`src/rtl/piso_pkg.sv`:
```
// Shared definitions for the parallel-in / serial-out transmitter.
package piso_pkg;

    // Default parallel word width.
    localparam int DEFAULT_WIDTH = 4;

    // Transmitter FSM states.
    typedef enum logic {
        IDLE  = 1'b0,
        SHIFT = 1'b1
    } state_t;

endpackage

```
`src/rtl/piso_if.sv`:
```
// Load handshake and serial output bundle of the transmitter.
interface piso_if
    import piso_pkg::*;
#(
    parameter int WIDTH = DEFAULT_WIDTH
);

    logic [WIDTH-1:0] din;
    logic             load_valid;
    logic             load_ready;
    logic             shift_en;
    logic             sout;
    logic             sout_valid;
    logic             sout_first;
    logic             sout_last;
    logic             busy;

    // Producer / consumer side (drives words and shift enable).
    modport master (
        output din, load_valid, shift_en,
        input  load_ready, sout, sout_valid, sout_first, sout_last, busy
    );

    // Transmitter side.
    modport slave (
        input  din, load_valid, shift_en,
        output load_ready, sout, sout_valid, sout_first, sout_last, busy
    );

endinterface

```
`src/rtl/piso_bit_cnt.sv`:
```
// Bit position counter for one word: synchronous clear, count enable and
// a terminal-count flag raised on the word's last bit position.
module piso_bit_cnt #(
    parameter  int WIDTH = 4,
    localparam int CNT_W = $clog2(WIDTH)
) (
    input  logic             clk,
    input  logic             rst,
    input  logic             clr,
    input  logic             en,
    output logic [CNT_W-1:0] cnt,
    output logic             tc
);

    localparam logic [CNT_W-1:0] LAST_POS = CNT_W'(WIDTH - 1);

    logic [CNT_W-1:0] cnt_reg;

    // Counter register: reset and clear win over increment.
    always_ff @(posedge clk) begin
        if (rst || clr) begin
            cnt_reg <= '0;
        end else if (en) begin
            cnt_reg <= cnt_reg + 1'b1;
        end
    end

    assign cnt = cnt_reg;
    assign tc  = (cnt_reg == LAST_POS);

endmodule

```
`src/rtl/piso_tx.sv`:
```
// Parallel-in / serial-out transmitter: accepts a WIDTH-bit word through a
// valid/ready handshake and emits it MSB first, one bit per enabled cycle,
// with first/last markers and gapless back-to-back words.
module piso_tx
    import piso_pkg::*;
#(
    parameter  int WIDTH = DEFAULT_WIDTH,
    localparam int CNT_W = $clog2(WIDTH)
) (
    input  logic    clk,
    input  logic    rst,
    piso_if.slave   bus
);

    // Counter value at which the next shift lands on the last bit.
    localparam logic [CNT_W-1:0] PENULT_POS = CNT_W'(WIDTH - 2);

    state_t           state_reg;
    logic [WIDTH-1:0] shift_reg;
    logic             sout_valid_reg;
    logic             sout_first_reg;
    logic             sout_last_reg;

    logic [CNT_W-1:0] cnt;
    logic             cnt_tc;
    logic             in_shift;
    logic             last_step;
    logic             load_ready;
    logic             accept;

    assign in_shift  = (state_reg == SHIFT);
    // Last bit is being consumed this cycle, so the slot frees up.
    assign last_step = in_shift && cnt_tc && bus.shift_en;

    assign load_ready = !rst && (!in_shift || last_step);
    assign accept     = bus.load_valid && load_ready;

    piso_bit_cnt #(
        .WIDTH (WIDTH)
    ) u_bit_cnt (
        .clk (clk),
        .rst (rst),
        .clr (accept || last_step),
        .en  (in_shift && bus.shift_en && !cnt_tc),
        .cnt (cnt),
        .tc  (cnt_tc)
    );

    // FSM, shift register and registered serial markers.
    always_ff @(posedge clk) begin
        if (rst) begin
            state_reg      <= IDLE;
            shift_reg      <= '0;
            sout_valid_reg <= 1'b0;
            sout_first_reg <= 1'b0;
            sout_last_reg  <= 1'b0;
        end else begin
            case (state_reg)
                IDLE: begin
                    if (accept) begin
                        state_reg      <= SHIFT;
                        shift_reg      <= bus.din;
                        sout_valid_reg <= 1'b1;
                        sout_first_reg <= 1'b1;
                        sout_last_reg  <= 1'b0;
                    end
                end
                SHIFT: begin
                    if (bus.shift_en) begin
                        if (cnt_tc) begin
                            if (accept) begin
                                // Next word follows without a gap.
                                shift_reg      <= bus.din;
                                sout_valid_reg <= 1'b1;
                                sout_first_reg <= 1'b1;
                                sout_last_reg  <= 1'b0;
                            end else begin
                                state_reg      <= IDLE;
                                shift_reg      <= '0;
                                sout_valid_reg <= 1'b0;
                                sout_first_reg <= 1'b0;
                                sout_last_reg  <= 1'b0;
                            end
                        end else begin
                            shift_reg      <= {shift_reg[WIDTH-2:0], 1'b0};
                            sout_first_reg <= 1'b0;
                            sout_last_reg  <= (cnt == PENULT_POS);
                        end
                    end
                end
                default: begin
                    state_reg <= IDLE;
                end
            endcase
        end
    end

    // Shift register is zero outside SHIFT, so its MSB is a valid idle sout.
    assign bus.sout       = shift_reg[WIDTH-1];
    assign bus.sout_valid = sout_valid_reg;
    assign bus.sout_first = sout_first_reg;
    assign bus.sout_last  = sout_last_reg;
    assign bus.busy       = in_shift;
    assign bus.load_ready = load_ready;

endmodule

```
`src/flat_wrapper.sv`:
```
// flat-port wrapper written by rule: the top's interface ports become plain ports
module piso_tx_flat import piso_pkg::*;
#(
    parameter  int WIDTH = DEFAULT_WIDTH,
    localparam int CNT_W = $clog2(WIDTH)
)
  (clk, rst, bus_din, bus_load_valid, bus_shift_en, bus_load_ready, bus_sout, bus_sout_valid, bus_sout_first, bus_sout_last, bus_busy);
  piso_if #(.WIDTH(WIDTH)) bus_i ();
  input  logic clk;
  input  logic rst;
  input wire logic [$bits(bus_i.din)-1:0] bus_din;
  input wire logic [$bits(bus_i.load_valid)-1:0] bus_load_valid;
  input wire logic [$bits(bus_i.shift_en)-1:0] bus_shift_en;
  output wire logic [$bits(bus_i.load_ready)-1:0] bus_load_ready;
  output wire logic [$bits(bus_i.sout)-1:0] bus_sout;
  output wire logic [$bits(bus_i.sout_valid)-1:0] bus_sout_valid;
  output wire logic [$bits(bus_i.sout_first)-1:0] bus_sout_first;
  output wire logic [$bits(bus_i.sout_last)-1:0] bus_sout_last;
  output wire logic [$bits(bus_i.busy)-1:0] bus_busy;
  assign bus_i.din = bus_din;
  assign bus_i.load_valid = bus_load_valid;
  assign bus_i.shift_en = bus_shift_en;
  assign bus_load_ready = bus_i.load_ready;
  assign bus_sout = bus_i.sout;
  assign bus_sout_valid = bus_i.sout_valid;
  assign bus_sout_first = bus_i.sout_first;
  assign bus_sout_last = bus_i.sout_last;
  assign bus_busy = bus_i.busy;
  piso_tx #(.WIDTH(WIDTH)) u_core (.clk(clk), .rst(rst), .bus(bus_i));
endmodule
```
`config.mk`:
```
export PLATFORM = sky130hd
export DESIGN_NAME = piso_tx_flat
export DESIGN_NICKNAME = d
export VERILOG_FILES = /design/src/rtl/piso_pkg.sv /design/src/rtl/piso_if.sv /design/src/rtl/piso_bit_cnt.sv /design/src/rtl/piso_tx.sv /design/src/flat_wrapper.sv
export SDC_FILE = /design/constraint.sdc
export NUM_CORES = 1
export LEC_CHECK = 0
export CAP_MARGIN = 10
export CORE_MARGIN = 2
export CORE_UTILIZATION = 41
export DETAILED_ROUTE_END_ITERATION = 12
export GPL_ROUTABILITY_DRIVEN = 0
export PLACE_DENSITY = 0.78
export SETUP_SLACK_MARGIN = 0.1
export SYNTH_ARGS = -nofsm -noshare
export SYNTH_HDL_FRONTEND = slang
export SYNTH_SLANG_ARGS = --single-unit
```
`constraint.sdc`:
```
create_clock -name clk -period 1.2 [get_ports clk]
set_input_delay 0.24 -clock clk [delete_from_list [all_inputs] [get_ports clk]]
set_output_delay 0.24 -clock clk [all_outputs]
set_load 0.1 [all_outputs]
```
==> results of run 1 <==
stage by stage:
stage / setup TNS (ps) / power [mW] / utilization, % / setup WS (ps) / instance area (um^2)
5_1_grt: -796.3 / 1.082 / 78.70 / -238.0 / 998.5
4_1_cts: -1006 / 1.010 / 74.75 / -200.4 / 948.4
6_report: -445.9 / 1.048 / 78.70 / -197.2 / 998.5
3_3_place_gp: -2971 / 0.6815 / 65.68 / -333.3 / 833.3
3_5_place_dp: -3242 / 0.6840 / 65.68 / -359.8 / 833.3
2_1_floorplan: -848.2 / 0.5644 / - / -280.1 / 578.1
layer usage:
layer / GRT usage [%] / share of wire (%) / vias to the layer above
met2: 35.89 / 48 / 17
li1: - / - / 273
met3: 5.556 / 4.2 / 2
met4: 9.167 / 0.50 / 0
met1: 29.15 / 47 / 279
met5: 0 / 0 / -
worst max-delay path: stages (launching register included):
cell	delay, ps
dfxtp_2	340
ha_4	170
a21boi_4	160
nor2_4	50
buf_12	160
layout make-up:
type / instances / area, um^2
Clock buffer: 4 / 36.28
Tap cell: 15 / 18.77
Inverter: 1 / 3.754
Timing Repair Buffer: 27 / 307.8
Sequential cell: 10 / 211.5
Multi-Input combinational cell: 44 / 420.4
Fill cell: 76 / 270.3
timing repair:
item,CTS,global route
pin swaps,10,4
endpoints found under the setup margin,10,10
resized for setup,17,9
endpoints found under the hold margin,0,0
setup buffers,2,2
worst max-delay path by stage:
stage | from | to
after global routing | u_core.u_bit_cnt.cnt[1] | bus_load_ready
after detailed placement | bus_shift_en | u_core.u_bit_cnt.cnt[1]
after global placement | bus_shift_en | u_core.u_bit_cnt.cnt[1]
final | u_core.u_bit_cnt.cnt[1] | bus_load_ready
after CTS | u_core.u_bit_cnt.cnt[1] | bus_load_ready
after floorplan | u_core.bus.busy | bus_load_ready
cell families (layout without fill, tap and decap cells):
kind of cell               Yosys count  count (layout)  share of synthesized area [%]
DFF                                 10              10                          37.04
adders and majority gates            2               2                          4.629
and+or+nand+nor                     23              23                          23.15
AOI/OAI and AO/OA                   16              16                          23.15
muxes                                3               3                          6.481
buffers and inverters                5              32                          5.556
power groups by stage:
stage	clock, mW	combinational, mW	sequential (mW)
floorplan	0	0.110	0.454
global placement	0	0.301	0.380
detailed placement	0	0.304	0.380
CTS	0.316	0.319	0.375
global route	0.338	0.365	0.379
finish	0.320	0.350	0.378
Yosys cell counts (2+ instances only):
cell and n:
dfxtp_1 10, nor2_1 10, a311oi_1 3, nand3b_1 3, a31oi_1 2, a32oi_1 2, clkbuf_1 2, ha_1 2
mux2i_1 2, o21bai_1 2
==> results.sh, run 1 <==
export IMPL_run_status="complete, but fails checks"
export IMPL_violations="setup timing"
export IMPL_p_comb_share_pct=33.4
export IMPL_clk_pin_slew_ps=80
export IMPL_grt_pass1_wl_um=2387
export IMPL_irDropWorstVdd_mv=0.9514
export IMPL_crit_path_end_kind="output port"
export IMPL_maxCapViolCount=0
export IMPL_cts_tree="yes"
export IMPL_arrival_ps=1160
export IMPL_setup_violations=8
export IMPL_reg2reg_from="u_core.u_bit_cnt.cnt[1]"
export IMPL_drt_wl_total_um=1602
export IMPL_clock_path_buffers=2
export IMPL_slew_violations=0
export IMPL_min_path_cells=2
export IMPL_io_pins=14
export IMPL_final_cell_mix="buf_4, nor2_1, buf_12, dfxtp_2, clkdlybuf4s50_1"
export IMPL_grt_pass1_vias=535
export IMPL_max_freq_ghz=0.7157
export IMPL_whs_endpoint="u_core.shift_reg[3]"
export IMPL_cts_root_buf="clkbuf_4"
export IMPL_swShare_pct=33.69
export IMPL_syn_inst=59
export IMPL_hp_class="flop to flop"
export IMPL_synthFlopType="dfxtp_1"
export IMPL_dpl_cell_count=94
export IMPL_seqPwrFrac_pct=36.0
export IMPL_synthesis_area_um2=540.5
export IMPL_synth_area_leader_cell="dfxtp_1"
export IMPL_r2r_slack_ps=-80
export IMPL_die_x_um=40.31
export IMPL_initial_core_util_pct=42.60
export IMPL_ys_ff_latch=10
export IMPL_crit_fanout=2
export IMPL_cts_sinks=10
export IMPL_largest_reg_flops=4
export IMPL_synth_warnings=0
export IMPL_seq_area_frac_synth_pct=37.04
export IMPL_worstPathRequired_ps=960
export IMPL_wire_per_inst_um=15.86
export IMPL_drive_gt1_share_pct=59.30
export IMPL_io_buffers=13
export IMPL_insertedDiodeCount=0
export IMPL_period_share_pct=116.4
export IMPL_layout_setup_ws_ps=-197.2
export IMPL_synth_top_area_share_pct=37.04
export IMPL_worstSkewPairLatency_ps=270
export IMPL_final_common_cell="buf_4"
export IMPL_r2r_cells=5
export IMPL_dieArea_um2=1625
export IMPL_grt_max_degree=11
export IMPL_slew_headroom_pct=76.26
export IMPL_syn_mean_instance_area_um2=9.161
export IMPL_die_h_um=40.31
export IMPL_dp_final_hpwl_um=896.3
export IMPL_synth_edff_count=0
export IMPL_grt_usage_pct=22.61
export IMPL_worst_clock_skew_ps=4.986
export IMPL_ant_nets=0
export IMPL_worst_setup_path_start_kind="flop"
export IMPL_cts_buffers=3
export IMPL_power_leakage_nw=0.3878
export IMPL_vias_per_cell=5.653
export IMPL_r2r_end="u_core.shift_reg[2]"
export IMPL_final_cells=101
export IMPL_drtPass1Iterations=4
export IMPL_ys_async_sr_fraction_pct=0
export IMPL_p_clk_share_pct=30.6
export IMPL_holdWs_ps=517.3
export IMPL_fin_crit_ps=1397
export IMPL_rows=13
export IMPL_synth_nets=69
export IMPL_area_growth_pct=84.72
export IMPL_antenna_found_initial=0
export IMPL_htreeDepth=1
export IMPL_synth_distinct_cells=31
export IMPL_rsz0062_at_grt="yes"
export IMPL_p_int_mw=0.6950
export IMPL_hold_viol_final=0
export IMPL_vias=571
export IMPL_core_area_um2=1269
export IMPL_critPathKind="flop to output port"
export IMPL_grt_ovfl_total=0
export IMPL_synthTopCellsByArea="dfxtp_1, nor2_1, a311oi_1, ha_1, nand3b_1"
export IMPL_max_slew_worst_pin_slew_ps=356.1
export IMPL_fin_nets=97
export IMPL_switchingPower_mw=0.3531
export IMPL_ctsHoldBuffers=0
export IMPL_p_per_area_nw_per_um2=1050
export IMPL_route_detailed_drc=0
export IMPL_drt_iter0_markers=12
export IMPL_hp_start="u_core.shift_reg[2]"
(Power assumes the default switching activity.)
==> inputs of run 2 (changes only) <==
- CELL_PAD_IN_SITES_DETAIL_PLACEMENT: not set -> 1
- CELL_PAD_IN_SITES_GLOBAL_PLACEMENT: not set -> 1
- CORE_MARGIN: 2 -> not set
- CORE_UTILIZATION: 41 -> 30
- PLACE_DENSITY: 0.78 -> 0.76
==> results.sh, run 2 (synthesis results as in run 1) <==
export IMPL_vias_per_cell=5.054
export IMPL_dp_final_hpwl_um=1297
export IMPL_drt_iter0_markers=4
export IMPL_clock_path_buffers=2
export IMPL_initial_core_util_pct=33.91
export IMPL_grt_usage_pct=23.70
export IMPL_period_share_pct=118.0
export IMPL_worstPathRequired_ps=960
export IMPL_area_growth_pct=92.59
export IMPL_grt_ovfl_total=0
export IMPL_grt_pass1_vias=652
export IMPL_final_common_cell="buf_4"
export IMPL_violations="setup timing"
export IMPL_ctsHoldBuffers=0
export IMPL_max_freq_ghz=0.7059
export IMPL_cts_sinks=10
export IMPL_worstSkewPairLatency_ps=270
export IMPL_rsz0062_at_grt="yes"
export IMPL_largest_reg_flops=4
export IMPL_crit_path_end_kind="output port"
export IMPL_htreeDepth=1
export IMPL_p_per_area_nw_per_um2=1025
export IMPL_insertedDiodeCount=0
export IMPL_cpPeakStageDelay_ps=340
export IMPL_antenna_found_initial=0
export IMPL_power_mw=1.067
export IMPL_clk_pin_slew_ps=70
export IMPL_setup_violations=9
export IMPL_drt_wl_total_um=2259
export IMPL_wire_per_inst_um=20.17
export IMPL_path_buf_inv=1
export IMPL_multi_input_area_um2=411.6
export IMPL_core_area_um2=1594
export IMPL_drive_gt1_share_pct=61.36
export IMPL_grt_max_degree=11
export IMPL_fin_nets=99
export IMPL_layout_setup_ws_ps=-216.6
export IMPL_worst_setup_path_start_kind="flop"
export IMPL_final_cell_mix="buf_4, nor2_1, buf_12, buf_6, dfxtp_2"
export IMPL_die_h_um=44.45
export IMPL_post_route_util_pct=65.31
export IMPL_rows=14
export IMPL_worst_clock_skew_ps=1.497
export IMPL_slew_headroom_pct=73.38
export IMPL_grt_pass1_wl_um=3243
export IMPL_die_x_um=44.45
export IMPL_hp_class="primary input to flop"
export IMPL_placed_area_um2=864.6
export IMPL_critPathKind="flop to output port"
export IMPL_slowest_stage="dfxtp_2"
export IMPL_final_area_um2=1041
export IMPL_ant_nets=0
export IMPL_cts_tree="yes"
export IMPL_critPathTopFamily="flip-flops"
export IMPL_arrival_ps=1180
export IMPL_io_buffers=13
export IMPL_maxCapViolCount=0
export IMPL_n_fill_cell=161
export IMPL_r2r_slack_ps=-100
export IMPL_power_leakage_nw=0.4105
export IMPL_holdWs_ps=386.2
export IMPL_max_slew_worst_pin_slew_ps=399.3
export IMPL_slew_violations=0
export IMPL_crit_chain="ha_4 -> a21boi_4 -> nor2_4 -> buf_12"
export IMPL_run_status="complete, but fails checks"
export IMPL_vias=566
export IMPL_seq_area_um2=211.5
export IMPL_drtPass1Iterations=2
export IMPL_hold_viol_final=0
export IMPL_io_pins=14
export IMPL_cts_root_buf="clkbuf_4"
export IMPL_dieArea_um2=1975
export IMPL_irDropWorstVdd_mv=0.7374
export IMPL_crit_fanout=2
export IMPL_fin_crit_ps=1417
export IMPL_cts_buffers=3
export IMPL_route_detailed_drc=0
[run 2: what timing repair did]
item,4_1_cts,5_1_grt
resized for setup,16,14
setup endpoints to repair,11,11
hold endpoints to repair,0,0
setup buffers,4,1
pin swaps,11,7
[run 2: area by class of cell]
class | count | area share (%)
well taps | 24 | 2.885
inverters | 1 | 0.6010
repair buffers | 29 | 33.17
flip-flops and latches | 10 | 20.31
clock buffers | 4 | 3.486
multi-input cells | 44 | 39.54
[run 2: path summary, 6_finish.rpt]
kind                                               from                      end  cells past startpoint
worst max-delay path            u_core.u_bit_cnt.cnt[1]           bus_load_ready                      4
worst min-delay path                     bus_load_valid  u_core.u_bit_cnt.cnt[1]                      3
worst max register to register  u_core.u_bit_cnt.cnt[1]    u_core.bus.sout_first                      5
worst min register to register      u_core.shift_reg[1]      u_core.shift_reg[1]                      2
[run 2: metrics by stage]
step                      setup slack, ps  cells  TNS [ps]
final                              -216.6    112    -661.0
after global placement             -326.1    104     -2866
after floorplan                    -280.1     59    -848.2
after detailed placement           -377.1    104     -3521
after CTS                          -225.5    112     -1168
after global routing               -256.4    112     -1124
[run 2: worst register-to-register path, delay by kind of cell (launching register included)]
kind	cells	cell delay, ps
adder cells (fa/ha/maj)	1	170
AND/OR/NAND/NOR	1	70
buffers and inverters	1	160
AO/OA/AOI/OAI	2	450
flip-flops	1	340
[run 2: power breakdown]
part	leakage (nW)	total (mW)	internal [mW]	switching, mW
clock network	0.0210	0.314	0.185	0.129
registers	0.0852	0.378	0.355	0.0222
logic	0.304	0.375	0.168	0.208
total	0.411	1.07	0.707	0.359
[run 2: metal layers]
layer,vias up,track usage [%],wire length (um)
met5,-,0,0
met4,0,3.636,23
met3,2,9.796,112
met2,12,45.00,1259
met1,276,24.44,864
li1,276,-,-
==> inputs of run 3 (changes only) <==
- CAP_MARGIN: 10 -> not set
==> results of run 3 <==
Final layout, timing and power as in run 2 (identical DEF).
